[config.mk]
export PLATFORM = sky130hd
export DESIGN_NAME = pe_operand_stage_flat
export DESIGN_NICKNAME = d
export VERILOG_FILES = /design/src/rtl/pe_operand_stage_if.sv /design/src/rtl/pe_operand_stage.sv /design/src/flat_wrapper.sv
export SDC_FILE = /design/constraint.sdc
export NUM_CORES = 1
export LEC_CHECK = 0
export CAP_MARGIN = 5
export CORE_MARGIN = 3
export CORE_UTILIZATION = 51
export CTS_CLUSTER_SIZE = 16
export DETAILED_ROUTE_END_ITERATION = 6
export PLACE_DENSITY_LB_ADDON = 0.3
export SLEW_MARGIN = 20
export SYNTH_ARGS = -nofsm -noshare
export SYNTH_HDL_FRONTEND = slang
export SYNTH_SLANG_ARGS = --single-unit
export TNS_END_PERCENT = 1
[constraint.sdc]
create_clock -name clk -period 4.2 [get_ports clk]
set_input_delay 0.63 -clock clk [delete_from_list [all_inputs] [get_ports clk]]
set_output_delay 0.63 -clock clk [all_outputs]
set_load 0.01 [all_outputs]
[src/rtl/pe_operand_stage_if.sv]
// Operand and result token channels of the PE operand stage.
// The master modport is the producer/consumer side; the slave modport is the stage itself.
interface pe_operand_stage_if #(
  parameter int DW = 32
);
  logic          in0Valid;
  logic          in0Ready;
  logic [DW-1:0] in0Data;
  logic          in1Valid;
  logic          in1Ready;
  logic [DW-1:0] in1Data;
  logic          outValid;
  logic          outReady;
  logic [DW-1:0] outData;

  modport master (
    output in0Valid, in0Data, input in0Ready,
    output in1Valid, in1Data, input in1Ready,
    input  outValid, outData, output outReady
  );

  modport slave (
    input  in0Valid, in0Data, output in0Ready,
    input  in1Valid, in1Data, output in1Ready,
    output outValid, outData, input outReady
  );
endinterface

[src/rtl/pe_operand_stage.sv]
// Operand-matching stage: buffers two token streams and issues one ALU op per complete operand set.
// Result is valid one cycle after the completing token; inXReady depends only on FIFO fill, never on outReady.
module pe_operand_stage #(
  parameter int DW    = 32,
  parameter int DEPTH = 2   // 2 or 4 only; pointers rely on power-of-two wrap
) (
  input  logic              clk,
  input  logic              rst_n,
  input  logic              cfgValid,
  input  logic [3:0]        cfgFunc,
  input  logic [1:0]        cfgUse,
  pe_operand_stage_if.slave bus,
  output logic [DW-1:0]     aluData0,
  output logic [DW-1:0]     aluData1,
  output logic [3:0]        aluFunc,
  input  logic [DW-1:0]     aluResult,
  output logic              busy
);
  localparam int            PW       = $clog2(DEPTH);
  localparam logic [PW:0]   FULL_CNT = (PW+1)'(DEPTH);
  localparam logic [PW:0]   CNT_ONE  = (PW+1)'(1);
  localparam logic [PW-1:0] PTR_ONE  = PW'(1);

  logic [1:0]    inValid;
  logic [1:0]    inReady;
  logic [1:0]    push;
  logic [1:0]    pop;
  logic [1:0]    nonEmpty;
  logic [DW-1:0] inData [2];
  logic [DW-1:0] mem [2][DEPTH];
  logic [PW-1:0] wrPtr [2];
  logic [PW-1:0] rdPtr [2];
  logic [PW:0]   count [2];
  logic [3:0]    funcReg;
  logic [1:0]    useReg;
  logic          outValidReg;
  logic [DW-1:0] outDataReg;
  logic          fire;
  logic          cfgLoad;

  assign inValid      = {bus.in1Valid, bus.in0Valid};
  assign inData[0]    = bus.in0Data;
  assign inData[1]    = bus.in1Data;
  assign bus.in0Ready = inReady[0];
  assign bus.in1Ready = inReady[1];
  assign bus.outValid = outValidReg;
  assign bus.outData  = outDataReg;

  always_comb begin
    inReady  = '0;
    nonEmpty = '0;
    push     = '0;
    for (int b = 0; b < 2; b++) begin
      inReady[b]  = (count[b] < FULL_CNT);
      nonEmpty[b] = (count[b] != '0);
      push[b]     = inValid[b] & inReady[b];
    end
  end

  // An operand that is not in the use mask never gates issue and is never popped.
  assign fire = (useReg != 2'b00)
              && (nonEmpty[0] || !useReg[0])
              && (nonEmpty[1] || !useReg[1])
              && (!outValidReg || bus.outReady);
  assign pop     = fire ? useReg : 2'b00;
  assign busy    = (nonEmpty != 2'b00) || outValidReg;
  assign cfgLoad = cfgValid && !busy && (push == 2'b00);

  assign aluData0 = useReg[0] ? mem[0][rdPtr[0]] : '0;
  assign aluData1 = useReg[1] ? mem[1][rdPtr[1]] : '0;
  assign aluFunc  = funcReg;

  always_ff @(posedge clk) begin
    for (int b = 0; b < 2; b++) begin
      if (push[b]) mem[b][wrPtr[b]] <= inData[b];
    end
  end

  always_ff @(posedge clk or negedge rst_n) begin
    if (!rst_n) begin
      for (int b = 0; b < 2; b++) begin
        wrPtr[b] <= '0;
        rdPtr[b] <= '0;
        count[b] <= '0;
      end
    end else begin
      for (int b = 0; b < 2; b++) begin
        if (push[b]) wrPtr[b] <= wrPtr[b] + PTR_ONE;
        if (pop[b])  rdPtr[b] <= rdPtr[b] + PTR_ONE;
        if (push[b] && !pop[b])      count[b] <= count[b] + CNT_ONE;
        else if (pop[b] && !push[b]) count[b] <= count[b] - CNT_ONE;
      end
    end
  end

  always_ff @(posedge clk or negedge rst_n) begin
    if (!rst_n) begin
      outValidReg <= 1'b0;
      outDataReg  <= '0;
    end else if (fire) begin
      outValidReg <= 1'b1;
      outDataReg  <= aluResult;
    end else if (bus.outReady) begin
      outValidReg <= 1'b0;
    end
  end

  always_ff @(posedge clk or negedge rst_n) begin
    if (!rst_n) begin
      funcReg <= 4'd0;
      useReg  <= 2'b11;
    end else if (cfgLoad) begin
      funcReg <= cfgFunc;
      useReg  <= cfgUse;
    end
  end
endmodule

[src/flat_wrapper.sv]
// flat-port wrapper written by rule: the top's interface ports become plain ports
module pe_operand_stage_flat 
#(
  parameter int DW    = 32,
  parameter int DEPTH = 2                                                     
)
  (clk, rst_n, cfgValid, cfgFunc, cfgUse, aluData0, aluData1, aluFunc, aluResult, busy, bus_in0Valid, bus_in0Data, bus_in0Ready, bus_in1Valid, bus_in1Data, bus_in1Ready, bus_outValid, bus_outData, bus_outReady);
  pe_operand_stage_if #(.DW(DW)) bus_i ();
  input  logic clk;
  input  logic rst_n;
  input  logic cfgValid;
  input  logic [3:0] cfgFunc;
  input  logic [1:0] cfgUse;
  output logic [DW-1:0] aluData0;
  output logic [DW-1:0] aluData1;
  output logic [3:0] aluFunc;
  input  logic [DW-1:0] aluResult;
  output logic busy;
  input wire logic [$bits(bus_i.in0Valid)-1:0] bus_in0Valid;
  input wire logic [$bits(bus_i.in0Data)-1:0] bus_in0Data;
  output wire logic [$bits(bus_i.in0Ready)-1:0] bus_in0Ready;
  input wire logic [$bits(bus_i.in1Valid)-1:0] bus_in1Valid;
  input wire logic [$bits(bus_i.in1Data)-1:0] bus_in1Data;
  output wire logic [$bits(bus_i.in1Ready)-1:0] bus_in1Ready;
  output wire logic [$bits(bus_i.outValid)-1:0] bus_outValid;
  output wire logic [$bits(bus_i.outData)-1:0] bus_outData;
  input wire logic [$bits(bus_i.outReady)-1:0] bus_outReady;
  assign bus_i.in0Valid = bus_in0Valid;
  assign bus_i.in0Data = bus_in0Data;
  assign bus_in0Ready = bus_i.in0Ready;
  assign bus_i.in1Valid = bus_in1Valid;
  assign bus_i.in1Data = bus_in1Data;
  assign bus_in1Ready = bus_i.in1Ready;
  assign bus_outValid = bus_i.outValid;
  assign bus_outData = bus_i.outData;
  assign bus_i.outReady = bus_outReady;
  pe_operand_stage #(.DW(DW), .DEPTH(DEPTH)) u_core (.clk(clk), .rst_n(rst_n), .cfgValid(cfgValid), .cfgFunc(cfgFunc), .cfgUse(cfgUse), .bus(bus_i), .aluData0(aluData0), .aluData1(aluData1), .aluFunc(aluFunc), .aluResult(aluResult), .busy(busy));
endmodule
**Word level (Yosys, flattened, before mapping)**

Memories as Yosys holds them, arrays and structs flattened.
Cells that the tools add are included.
Widths: inputs -> output; s select.

- Add/sub/neg operators: 8
- Reductions and logical operators: 31
- Magnitude comparators: 8
- Bitwise logic cells: 6
- Multiplexer cells: 23

Operators with widths:

| cell | number |
|---|---|
| $mux 32 | 10 |
| $mux 64 | 2 |
| $demux 32 s1 | 2 |
| $reduce_bool 2->1 | 7 |
| $logic_and 1x1->1 | 11 |
| $mux 2 | 5 |
| $ge 2x2->1 const B | 4 |
| $logic_not 1->1 | 8 |
| $not 1->2 | 4 |
| $add 1x1->1 const B | 4 |
| $add 2x1->2 const B | 2 |
| $logic_or 1x1->1 | 4 |
| $lt 2x1->1 const B | 2 |
| $lt 2x2->1 const B | 2 |
| $mux 1 | 4 |
| $sub 2x1->2 const B | 2 |
| $and 1x1->1 | 2 |
| $logic_not 2->1 | 1 |

- Bits in writable memories: 128
- Word-level logic and storage cells: 87
- Bits of input ports: 108
- Memories kept: 1
- Flip-flop bits (word level): 47

Memories:

| memory | depth | bits a word | read ports | clocked after memory_dff | wr ports | RTL line | RTL |
|---|---|---|---|---|---|---|---|
| u_core.mem | 2 | 64 | 2 | 0 | 2 | pe_operand_stage.sv:30 | `logic [DW-1:0] mem [2][DEPTH];` |

**Logic depth before layout (Yosys ltp)**

- Depth in word-level cells: 9
- Mapped depth: 9

**Worst setup path before layout**

No wires, ideal clock.

- Path kind: input-to-reg
- Start point: input port bus_in0Valid
- End point: memory u_core.mem[0][32] (netlist name) (enable)
- Arrival time: 2.102 ns
- Path slack: 1.676 ns
- Setup time: 0.421 ns
- Stages on the path: 2
- Path through: nand2b_1 > nor2_1

RTL lines:

| item | RTL line | RTL |
|---|---|---|
| start, declared | flat_wrapper.sv:19 | `input wire logic [$bits(bus_i.in0Valid)-1:0] bus_in0Valid;` |
| end, declared | pe_operand_stage.sv:30 |  |

**Worst setup path in the final report**

- Start point: register u_core.rdPtr[0] (netlist name)
- End point: output port aluData1[24]

- Word-level cells in the longest chain between the ends: 5

Ends and longest elaborated chain:

| item | RTL line | RTL |
|---|---|---|
| start, declared | pe_operand_stage.sv:32 | `logic [PW-1:0] rdPtr [2];` |
| start signal, assigned by index | pe_operand_stage.sv:89 | `if (pop[b]) rdPtr[b] <= rdPtr[b] + PTR_ONE;` |
| $not 1->2 (not written as such) | pe_operand_stage.sv:70 | `assign aluData1 = useReg[1] ? mem[1][rdPtr[1]] : '0;` |
| $mux 32 (not written as such) (3 in series) | pe_operand_stage.sv:70 |  |
| $mux 32 | pe_operand_stage.sv:70 |  |
| end, declared | flat_wrapper.sv:15 | `output logic [DW-1:0] aluData1;` |

No other way between the ends. The select of a mux whose other input is x is not followed.

==> impl_metrics.env <==
export IMPL_fin_crit_ns=3.03
export IMPL_dp_cells=772
export IMPL_wl_mm=14.0
export IMPL_drv_slew=0
export IMPL_clock_latency_ns=0.41
export IMPL_crit_path_end_kind="primary output"
export IMPL_routabilityCongestion=0.742
export IMPL_synth_area_leaders="edfxtp_1 55%, dfrtp_1 16%, mux2i_1 9.2%"
export IMPL_die_w_um=123
export IMPL_syn_num_nets=508
export IMPL_dpl_hpwl_mm=9.86
export IMPL_portBuffers=211
export IMPL_grt_pass1_wl_mm=21.7
export IMPL_ant_nets=0
export IMPL_cts_root_buffer="clkbuf_16"
export IMPL_synth_most_common_cell="edfxtp_1"
export IMPL_start_util=0.524
export IMPL_finClkSkew_ns=0.00820
export IMPL_drc=0
export IMPL_max_freq_mhz=330
export IMPL_cts_tree="done"
export IMPL_syn_area_per_cell_um2=17.6
export IMPL_async_reset_ff_frac=0.269
export IMPL_start_kind="flop"
export IMPL_cts_hold_buffers=0
export IMPL_max_slew_margin=0.328
export IMPL_antenna_found_initial=0
export IMPL_max_clock_path_buffers=2
export IMPL_diodes=0
export IMPL_die_area_mm2=0.0152
export IMPL_worstSetupPathType="reg2out"
export IMPL_synth_edf_count=128
export IMPL_postCtsSetupBuffers=0
export IMPL_clock_sinks=175
export IMPL_syn_area_mm2=0.00700
export IMPL_viasPerCell=4.99
export IMPL_vias=4004
export IMPL_rows=42
export IMPL_fin_cells=802
export IMPL_cp_max_fo=33
export IMPL_cp_required_ns=3.57
export IMPL_drtIter0Drc=253
export IMPL_status="finished clean"
export IMPL_core_area_mm2=0.0133
export IMPL_clk_pin_slew_worst_paths_ns=0.07
export IMPL_nets=725
export IMPL_power_leakage_uw=0.00372
export IMPL_rsz0062_at_grt="no"
export IMPL_hold_violations=0
export IMPL_period_share=0.721
export IMPL_setup_violations=0
export IMPL_wl_per_cell_um=17.4
export IMPL_maxCapViolCount=0
export IMPL_cts_buffers=17
export IMPL_dieHeight_um=123
export IMPL_yosysTopAreaCellShare=0.549
export IMPL_peakVddDrop_mv=0.486
export IMPL_synth_ff_type="edfxtp_1"
export IMPL_hold_class="in2async"
export IMPL_track_usage=0.189
export IMPL_nFillCells=858
export IMPL_crit_arrival_ns=2.40
export IMPL_fin_tns_setup_ns=0
export IMPL_synth_largest_area_cell="edfxtp_1"
export IMPL_htreeDepth=4
export IMPL_synth_yosys_seq_area_share=0.718
export IMPL_yosysWarnings=0
export IMPL_gr_total_overflow=0
export IMPL_synth_seq_cells=175
export IMPL_post_cts_resized=0
export IMPL_syn2layout_area_growth_pct=40.4
export IMPL_grt_max_degree=48
export IMPL_drtPass1Iterations=4
export IMPL_synth_commonest_cells="128 x edfxtp_1, 65 x nor2b_1, 64 x mux2i_1"
export IMPL_netlist_instances=398
export IMPL_grt_pass1_vias=4266
export IMPL_synth_cell_types=27
export IMPL_final_layout_size_suffix_gt1_frac=0.133
export IMPL_p_per_area_mw_per_mm2=689
export IMPL_tightest_slew_ns=1.01
export IMPL_pin_count=212
==> through the flow <==
| step | util | power (uW) | setup WS [ns] | instance area [um2] | hold WS (ns) |
|---|---|---|---|---|---|
| after floorplan | - | 4200 | 1.68 | 7000 | 0.334 |
| after global placement | 0.695 | 5300 | 1.62 | 9270 | 0.493 |
| after detailed placement | 0.695 | 5370 | 1.51 | 9270 | 0.492 |
| after CTS | 0.736 | 6840 | 1.12 | 9820 | 0.420 |
| after global routing | 0.736 | 7120 | 1.02 | 9820 | 0.250 |
| final | 0.736 | 6770 | 1.17 | 9820 | 0.213 |
==> cells by family (layout without fill, tap and decap cells) <==
group,count (synthesis),in the layout,synth area share
fa+ha+maj,2,2,0.00358
flops,175,175,0.718
buf+inv,23,251,0.0173
simple gates,86,86,0.0790
xor+xnor,10,10,0.0147
mux,102,102,0.168
==> cell usage in the layout (no fill, tap or decap), types with 3 or more instances in the layout <==
cell type        synthesis  layout
buf_4                    1       7
clkbuf_16                0      17
clkdlybuf4s50_1          0     210
clkinv_1                 0       4
clkinv_4                 0       3
dfrtp_1                 45      43
edfxtp_1               128     128
inv_1                    4       4
mux2_2                  10      10
mux2_4                  28      28
mux2i_1                 64      64
nor2_1                   7       5
nor2b_1                 65      65
xnor2_1                  6       6
==> worst max-delay path, stage by stage, from the launching register on <==
cell and delay (ns):
dfrtp_2 1.02, mux2i_1 0.19, nor2b_1 0.19, clkdlybuf4s50_1 0.58
==> flip-flops by register name, summed over array words and instances (netlist names) <==
register             count
u_core.aluFunc           4
u_core.wrPtr             2
u_core.rdPtr             2
u_core.bus.outData      32
u_core.bus.outValid      1
u_core.useReg            2
u_core.count             4
u_core.mem             128
==> routing by layer <==
metal | wire length [um] | track usage
met4 | 140 | 0.0561
met5 | 0 | 0
met1 | 5640 | 0.225
met2 | 7120 | 0.322
met3 | 1080 | 0.0686
==> final timing paths <==
check	startpoint	end	slack [ns]	depth (start not counted)
setup / recovery	u_core.rdPtr[0]	aluData1[24]	1.17	3
hold / removal	rst_n	u_core.bus.outData[7]	0.21	1
setup reg to reg	u_core.useReg[1]	u_core.count[1]	1.60	8
hold reg to reg	u_core.aluFunc[2]	u_core.aluFunc[2]	0.51	1
max in group asynchronous	rst_n	u_core.rdPtr[1]	3.55	1
min in group clk	u_core.aluFunc[2]	u_core.aluFunc[2]	0.51	1
==> power breakdown <==
part | internal [uW] | total, uW | switching, uW
clock | 862 | 1460 | 599
sequential | 2350 | 2800 | 448
combinational | 1580 | 2510 | 928
total | 4790 | 6770 | 1970
==> cell type report <==
| class | instances | area, um2 | share of cell area |
|---|---|---|---|
| inverter | 4 | 15.0 | 0.00153 |
| clock buffer | 18 | 429 | 0.0437 |
| clock inverter | 12 | 120 | 0.0122 |
| timing repair buffer | 217 | 2150 | 0.219 |
| sequential | 175 | 5020 | 0.512 |
| tap | 176 | 220 | 0.0224 |
| multi-input combinational | 200 | 1860 | 0.189 |
(Power assumes the default switching activity.)
